==> src/rtl/ifu_pkg.sv <==
// Shared types and helpers for the instruction fetch unit.
// Word index helper keeps the low address bits only, so addresses alias past the memory depth.
package ifu_pkg;

    localparam int INSTR_W = 32;
    localparam int PC_STEP = 4;

    typedef enum logic [1:0] {
        IFU_IDLE = 2'd0,
        IFU_RUN  = 2'd1,
        IFU_HALT = 2'd2
    } ifu_state_e;

    // Byte address to word index: drop the two byte-offset bits, keep aw bits.
    function automatic int unsigned idx(input logic [63:0] addr, input int unsigned aw);
        logic [63:0] word;
        word = addr >> 2;
        return 32'(word & ((64'd1 << aw) - 64'd1));
    endfunction

endpackage

==> src/rtl/ifu_imem.sv <==
// Local instruction memory: DEPTH x 32, asynchronous read, synchronous write, no reset.
// A read in the same cycle as a write to the same index sees the old word.
module ifu_imem
    import ifu_pkg::*;
#(
    parameter int DEPTH = 128,
    parameter int AW    = $clog2(DEPTH)
) (
    input  logic               clk,
    input  logic               we,
    input  logic [AW-1:0]      waddr,
    input  logic [INSTR_W-1:0] wdata,
    input  logic [AW-1:0]      raddr,
    output logic [INSTR_W-1:0] rdata
);

    logic [INSTR_W-1:0] mem [DEPTH];

    always_ff @(posedge clk) begin
        if (we) begin
            mem[waddr] <= wdata;
        end
    end

    assign rdata = mem[raddr];

endmodule

==> src/rtl/instr_fetch_unit.sv <==
// Fetch stage: owns the PC, reads ifu_imem and presents {pc, instr} to decode; IFU_PERF_CNT_EN adds perf counters.
// One cycle from fetch_pc/redirect to out_*; outputs hold while out_valid && !out_ready, redirects override the stall.
module instr_fetch_unit
    import ifu_pkg::*;
#(
    parameter int                 PC_W       = 32,
    parameter int                 IMEM_DEPTH = 128,
    parameter logic [PC_W-1:0]    RESET_PC   = '0,
    parameter logic [INSTR_W-1:0] HALT_INSTR = 32'hFFFF_FFFF
) (
    input  logic               clk,
    input  logic               rst_n,
    input  logic               start,
    input  logic               redir_valid,
    input  logic [PC_W-1:0]    redir_addr,
    input  logic               out_ready,
    output logic               out_valid,
    output logic [PC_W-1:0]    out_pc,
    output logic [INSTR_W-1:0] out_instr,
    output logic               out_misalign,
    output logic               halted,
    input  logic               imem_we,
    input  logic [PC_W-1:0]    imem_waddr,
    input  logic [INSTR_W-1:0] imem_wdata
`ifdef IFU_PERF_CNT_EN
    ,
    output logic [31:0]        perf_fetched,
    output logic [31:0]        perf_redirects
`endif
);

    localparam int AW = $clog2(IMEM_DEPTH);

    ifu_state_e         state;
    ifu_state_e         state_nxt;
    logic [PC_W-1:0]    fetch_pc;
    logic [PC_W-1:0]    rd_addr;
    logic [AW-1:0]      rd_idx;
    logic [AW-1:0]      wr_idx;
    logic [INSTR_W-1:0] rd_data;
    logic               advance;
    logic               ld_redir;
    logic               ld_seq;
    logic               ld;

    // Redirects are honoured in RUN and HALT; IDLE waits for start only.
    always_comb begin
        advance  = !out_valid || out_ready;
        ld_redir = redir_valid && (state != IFU_IDLE);
        ld_seq   = (state == IFU_RUN) && !redir_valid && advance;
        ld       = ld_redir || ld_seq;
        rd_addr  = ld_redir ? redir_addr : fetch_pc;
        rd_idx   = AW'(idx(64'(rd_addr), AW));
        wr_idx   = AW'(idx(64'(imem_waddr), AW));
    end

    ifu_imem #(
        .DEPTH (IMEM_DEPTH),
        .AW    (AW)
    ) u_imem (
        .clk   (clk),
        .we    (imem_we),
        .waddr (wr_idx),
        .wdata (imem_wdata),
        .raddr (rd_idx),
        .rdata (rd_data)
    );

    always_comb begin
        state_nxt = state;
        case (state)
            IFU_IDLE: begin
                if (start) begin
                    state_nxt = IFU_RUN;
                end
            end
            IFU_RUN, IFU_HALT: begin
                if (ld) begin
                    state_nxt = (rd_data == HALT_INSTR) ? IFU_HALT : IFU_RUN;
                end
            end
            default: state_nxt = IFU_IDLE;
        endcase
    end

    always_ff @(posedge clk or negedge rst_n) begin
        if (!rst_n) begin
            state <= IFU_IDLE;
        end else begin
            state <= state_nxt;
        end
    end

    assign halted = (state == IFU_HALT);

    // Output register: load on fetch, drain on acceptance, otherwise hold.
    always_ff @(posedge clk or negedge rst_n) begin
        if (!rst_n) begin
            fetch_pc     <= RESET_PC;
            out_valid    <= 1'b0;
            out_pc       <= '0;
            out_instr    <= '0;
            out_misalign <= 1'b0;
        end else if (ld) begin
            fetch_pc     <= rd_addr + PC_W'(PC_STEP);
            out_valid    <= 1'b1;
            out_pc       <= rd_addr;
            out_instr    <= rd_data;
            out_misalign <= (rd_addr[1:0] != 2'b00);
        end else if (out_ready) begin
            out_valid    <= 1'b0;
        end
    end

`ifdef IFU_PERF_CNT_EN
    always_ff @(posedge clk or negedge rst_n) begin
        if (!rst_n) begin
            perf_fetched   <= '0;
            perf_redirects <= '0;
        end else begin
            if (out_valid && out_ready && (perf_fetched != '1)) begin
                perf_fetched <= perf_fetched + 32'd1;
            end
            if (ld_redir && (perf_redirects != '1)) begin
                perf_redirects <= perf_redirects + 32'd1;
            end
        end
    end
`endif

endmodule

==> config.mk <==
export PLATFORM = sky130hd
export DESIGN_NAME = instr_fetch_unit
export DESIGN_NICKNAME = d
export VERILOG_FILES = /design/src/rtl/ifu_pkg.sv /design/src/rtl/ifu_imem.sv /design/src/rtl/instr_fetch_unit.sv
export SDC_FILE = /design/constraint.sdc
export NUM_CORES = 2
export LEC_CHECK = 0
export CAP_MARGIN = 20
export CORE_ASPECT_RATIO = 1.4
export CORE_MARGIN = 1
export CORE_UTILIZATION = 50
export CTS_BUF_LIST = sky130_fd_sc_hd__clkbuf_4 sky130_fd_sc_hd__clkbuf_8
export CTS_CLUSTER_DIAMETER = 100
export DETAILED_ROUTE_END_ITERATION = 10
export PLACE_DENSITY = 0.68
export SLEW_MARGIN = 20
export SYNTH_ARGS = -nofsm -noshare
export SYNTH_HDL_FRONTEND = slang
export SYNTH_SLANG_ARGS = --single-unit
==> constraint.sdc <==
create_clock -name clk -period 4.6 [get_ports clk]
set_clock_uncertainty 0.2 [all_clocks]
set_input_delay 0.69 -clock clk [delete_from_list [all_inputs] [get_ports clk]]
set_output_delay 0.69 -clock clk [all_outputs]
set_load 0.01 [all_outputs]
==> out/summary.txt <==
ys async rst share - 2.34%
net count of the mapped netlist - 10700
dominant synthesized flop cell - edfxtp_1
Period Utilization, post-route - 109%
failing checks - negative setup slack
most common cell after layout, fill and taps aside - edfxtp_1
P_sw - 45.2 mW
CTS Sinks - 4194
Ys Warns - 0
hold crit path type - in -> reg
post-route antenna net violation count - 0
RSZ-0062 raised after global routing - yes
drt first-iter violations - 18200
H-tree levels - 6
most used cell, CP - buf_4
Slew headroom - 17.8%
Initial Util - 50.3%
CTS root buf - clkbuf_8
fin. max-slew vios - 0
placer congestion estimate - 0.984
CTS clk-pin slew, worst paths - 0.07 ns
Pint - 76.1 mW
first-pass GRT wire length - 812000 um
FF-to-FF Start - state[0]$_DFFE_PN0P_
Hold Path End - u_imem.mem[101][4]$_DFFE_PP_
CP Max Fanout - 14
total power - 121 mW
DRC viols - 0
drt total wl - 593000 um
GRT overflow - 0
setup slack, reg-to-reg - -0.42 ns
Synth Instances - 10600
R2R depth - 23
Comb power frac - 40.1%
CP max stage delay - 0.62 ns
Avg Cell Area, Syn - 15.7 um^2
Seq cells post-synth - 4194
Seq/Total Area, Yosys - 75.3%
maximum vdd drop - 0.000408 V
core area - 331000 um^2
pwr dens - 607 nW/um^2
Post-Syn Area - 167000 um^2
die height - 685 um
later-pin clock latency in the skew report - 1.16 ns
Final setup viols - 6
Hold Crit Start - imem_wdata[4]
CTS tree - built
area of the multi-input gates - 38900 um^2
Netlist cell types - 89
Ports - 169
Final min period - 5.02 ns
commonest non-fill, non-tap cells in the layout - edfxtp_1, nand2_1, buf_4
CP startpoint - state[0]$_DFFE_PN0P_
routed vias - 112000
FF-to-FF End - state[0]$_DFFE_PN0P_
layout cells sized above 1 - 23.4%
die width - 490 um
status - complete, but fails checks
Final Hold Viols - 0
Cells on Worst Hold Path - 1
critical setup path kind - reg -> reg
Clock Tree Buf Depth - 4
# fillers - 23900
LEAKAGE - 68.8 nW
clock power share - 24.4%
register area - 125000 um^2
part of the power in registers - 35.5%
Area growth, synth to finish - 20.0%
Final HPWL DP - 368000 um
Max-Cap Viols - 0
cell family with most CP delay - buffers and inverters
DR pass1 iterations - 9
vias in the first global route - 108000
switching share of power - 37.2%
Worst Setup Start Kind - flip-flop
slew at the pin closest to its max-slew limit - 1.23 ns
CP Buf/Inv Count - 11
Max stage delay cell, worst path - a21oi_1
worst endpoint required time - 5.47 ns
Fmax achieved - 199 MHz
worst path cell trace - inv_2 -> ha_4 -> nand3b_4 -> a21boi_4 -> buf_12 -> clkinv_16 -> buf_16 -> buf_4 -> buf_4 -> nand2_1 -> buf_4 -> buf_12 -> buf_4 -> o221ai_1 -> a21oi_1 -> a22oi_1 -> buf_4 -> a22oi_2 -> a2111oi_4 -> nand3b_1 -> buf_4 -> nor4_1 -> o21ai_0
drt wl/cell - 34.8 um
crit path DAT - 5.89 ns
Die ar. - 336000 um^2
DR vias/cell - 6.55
crit end category - flip-flop
Num CTS Buffers - 609
Placement Setup Slack - -1.68 ns
count of buffers from port buffering - 143
antenna violations before repair - 46
EDFF count, synth - 4096
final setup margin - -0.419 ns
Rows - 250
largest net degree at the start of global routing - 129
Final #Nets - 12200
Tot GR Track Use - 34.7%
-- flip-flops by register name, summed over array words and instances (netlist names) --
register and count:
fetch_pc 30, out_instr 32, out_misalign 1, out_pc 32, out_valid 1, state 2
u_imem.mem 4096
-- layout make-up --
cell class	instances	share of cell area [%]
timing repair buffer	1638	8.97
inverter	70	0.155
clock inverter	256	0.829
multi-input combinational	5625	19.5
antenna	37	0.0463
sequential	4194	62.7
clock buffer	816	5.05
timing repair inverter	1	0.00813
tap	4410	2.76
-- kinds of logic (layout without fill, tap and decap cells) --
| logic type | Yosys count | in the layout | synth area share [%] |
|---|---|---|---|
| AND/OR/NAND/NOR | 3057 | 3057 | 7.72 |
| AO/OA/AOI/OAI | 1701 | 1701 | 7.74 |
| XOR/XNOR | 43 | 43 | 0.226 |
| multiplexers | 819 | 819 | 6.35 |
| other | 0 | 37 | 0 |
| buffers and inverters | 816 | 2781 | 2.62 |
| flip-flops | 4194 | 4194 | 75.3 |
| adder cells (fa/ha/maj) | 5 | 5 | 0.0376 |
-- metal layers --
metal	share of wire (%)	up-vias	GRT usage [%]
li1	-	44800	-
met1	32	55900	41.1
met2	46	8851	54.0
met3	12	2111	7.99
met4	9.7	26	28.9
met5	0.031	-	0
-- how the worst max path moves through the flow --
stage	to	cells past startpoint
global placement	state[1]$_DFFE_PN0P_	16
floorplan	fetch_pc[22]$_DFFE_PN0P_	21
finish	state[0]$_DFFE_PN0P_	23
CTS	state[1]$_DFFE_PN0P_	21
global route	state[1]$_DFFE_PN0P_	23
detailed placement	state[1]$_DFFE_PN0P_	16
-- cells in the mapped netlist (all sizes together), types with 21 or more instances --
cell type	number	area, um^2
nand3	548	2740
a22oi	59	443
inv	69	264
buf	435	2930
a2111oi	30	264
a221oi	61	534
a311oi	40	350
nand2	1868	7010
mux4	186	4200
edfxtp	4096	123000
a221o	25	250
clkbuf	311	1170
a211oi	194	1460
o21ai	113	566
a32oi	195	1710
nor4	31	194
a21oi	216	1080
o2111ai	34	298
xor2	23	201
a31oi	224	1400
nor3	39	195
o22ai	21	131
o211ai	129	968
dfrtp	98	2450
nand4	127	795
nor2	368	1380
o211a	178	1780
mux2i	614	6160
-- metrics by stage --
step	area [um^2]	hold slack, ns	std cells	setup TNS (ns)	util (%)
3_5_place_dp	186000	0.301	15800	-26.67	56.1
6_report	200000	0.00840	17000	-1.02	60.4
4_1_cts	199000	0.00110	17000	-0.632	60.1
3_3_place_gp	186000	0.281	15800	-26.62	56.1
5_1_grt	200000	0.00924	17000	-0.912	60.3
2_1_floorplan	167000	0.194	10600	0	-
-- power groups by stage --
stage | sequential [mW] | combinational, mW | clock, mW
2_1_floorplan | 43.7 | 19.8 | 0
3_5_place_dp | 43.8 | 44.5 | 0
4_1_cts | 43.0 | 46.1 | 29.6
6_report | 43.1 | 48.7 | 29.6
5_1_grt | 43.1 | 49.3 | 31.1
3_3_place_gp | 43.8 | 44.0 | 0
-- repair_timing --
item	4_1_cts	5_1_grt
cloned	8	7
buffers inserted	33	7
endpoints found under the setup margin	45	22
endpoints found under the hold margin	673	25
hold buffers	32	2
pin swaps	31	36
gates resized for setup	135	107
-- worst reg2reg max path: stages, from the launching register on --
cell and delay (ns):
dfrtp_2 0.46, inv_2 0.10, ha_4 0.20, nand3b_4 0.17, a21boi_4 0.20, buf_12 0.18
clkinv_16 0.16, buf_16 0.27, buf_4 0.16, buf_4 0.14, nand2_1 0.08, buf_4 0.17
buf_12 0.13, buf_4 0.17, o221ai_1 0.11, a21oi_1 0.62, a22oi_1 0.25, buf_4 0.22
a22oi_2 0.34, a2111oi_4 0.09, nand3b_1 0.17, buf_4 0.13, nor4_1 0.04, o21ai_0 0.18
Note: power is estimated with default switching activity, not from simulation.
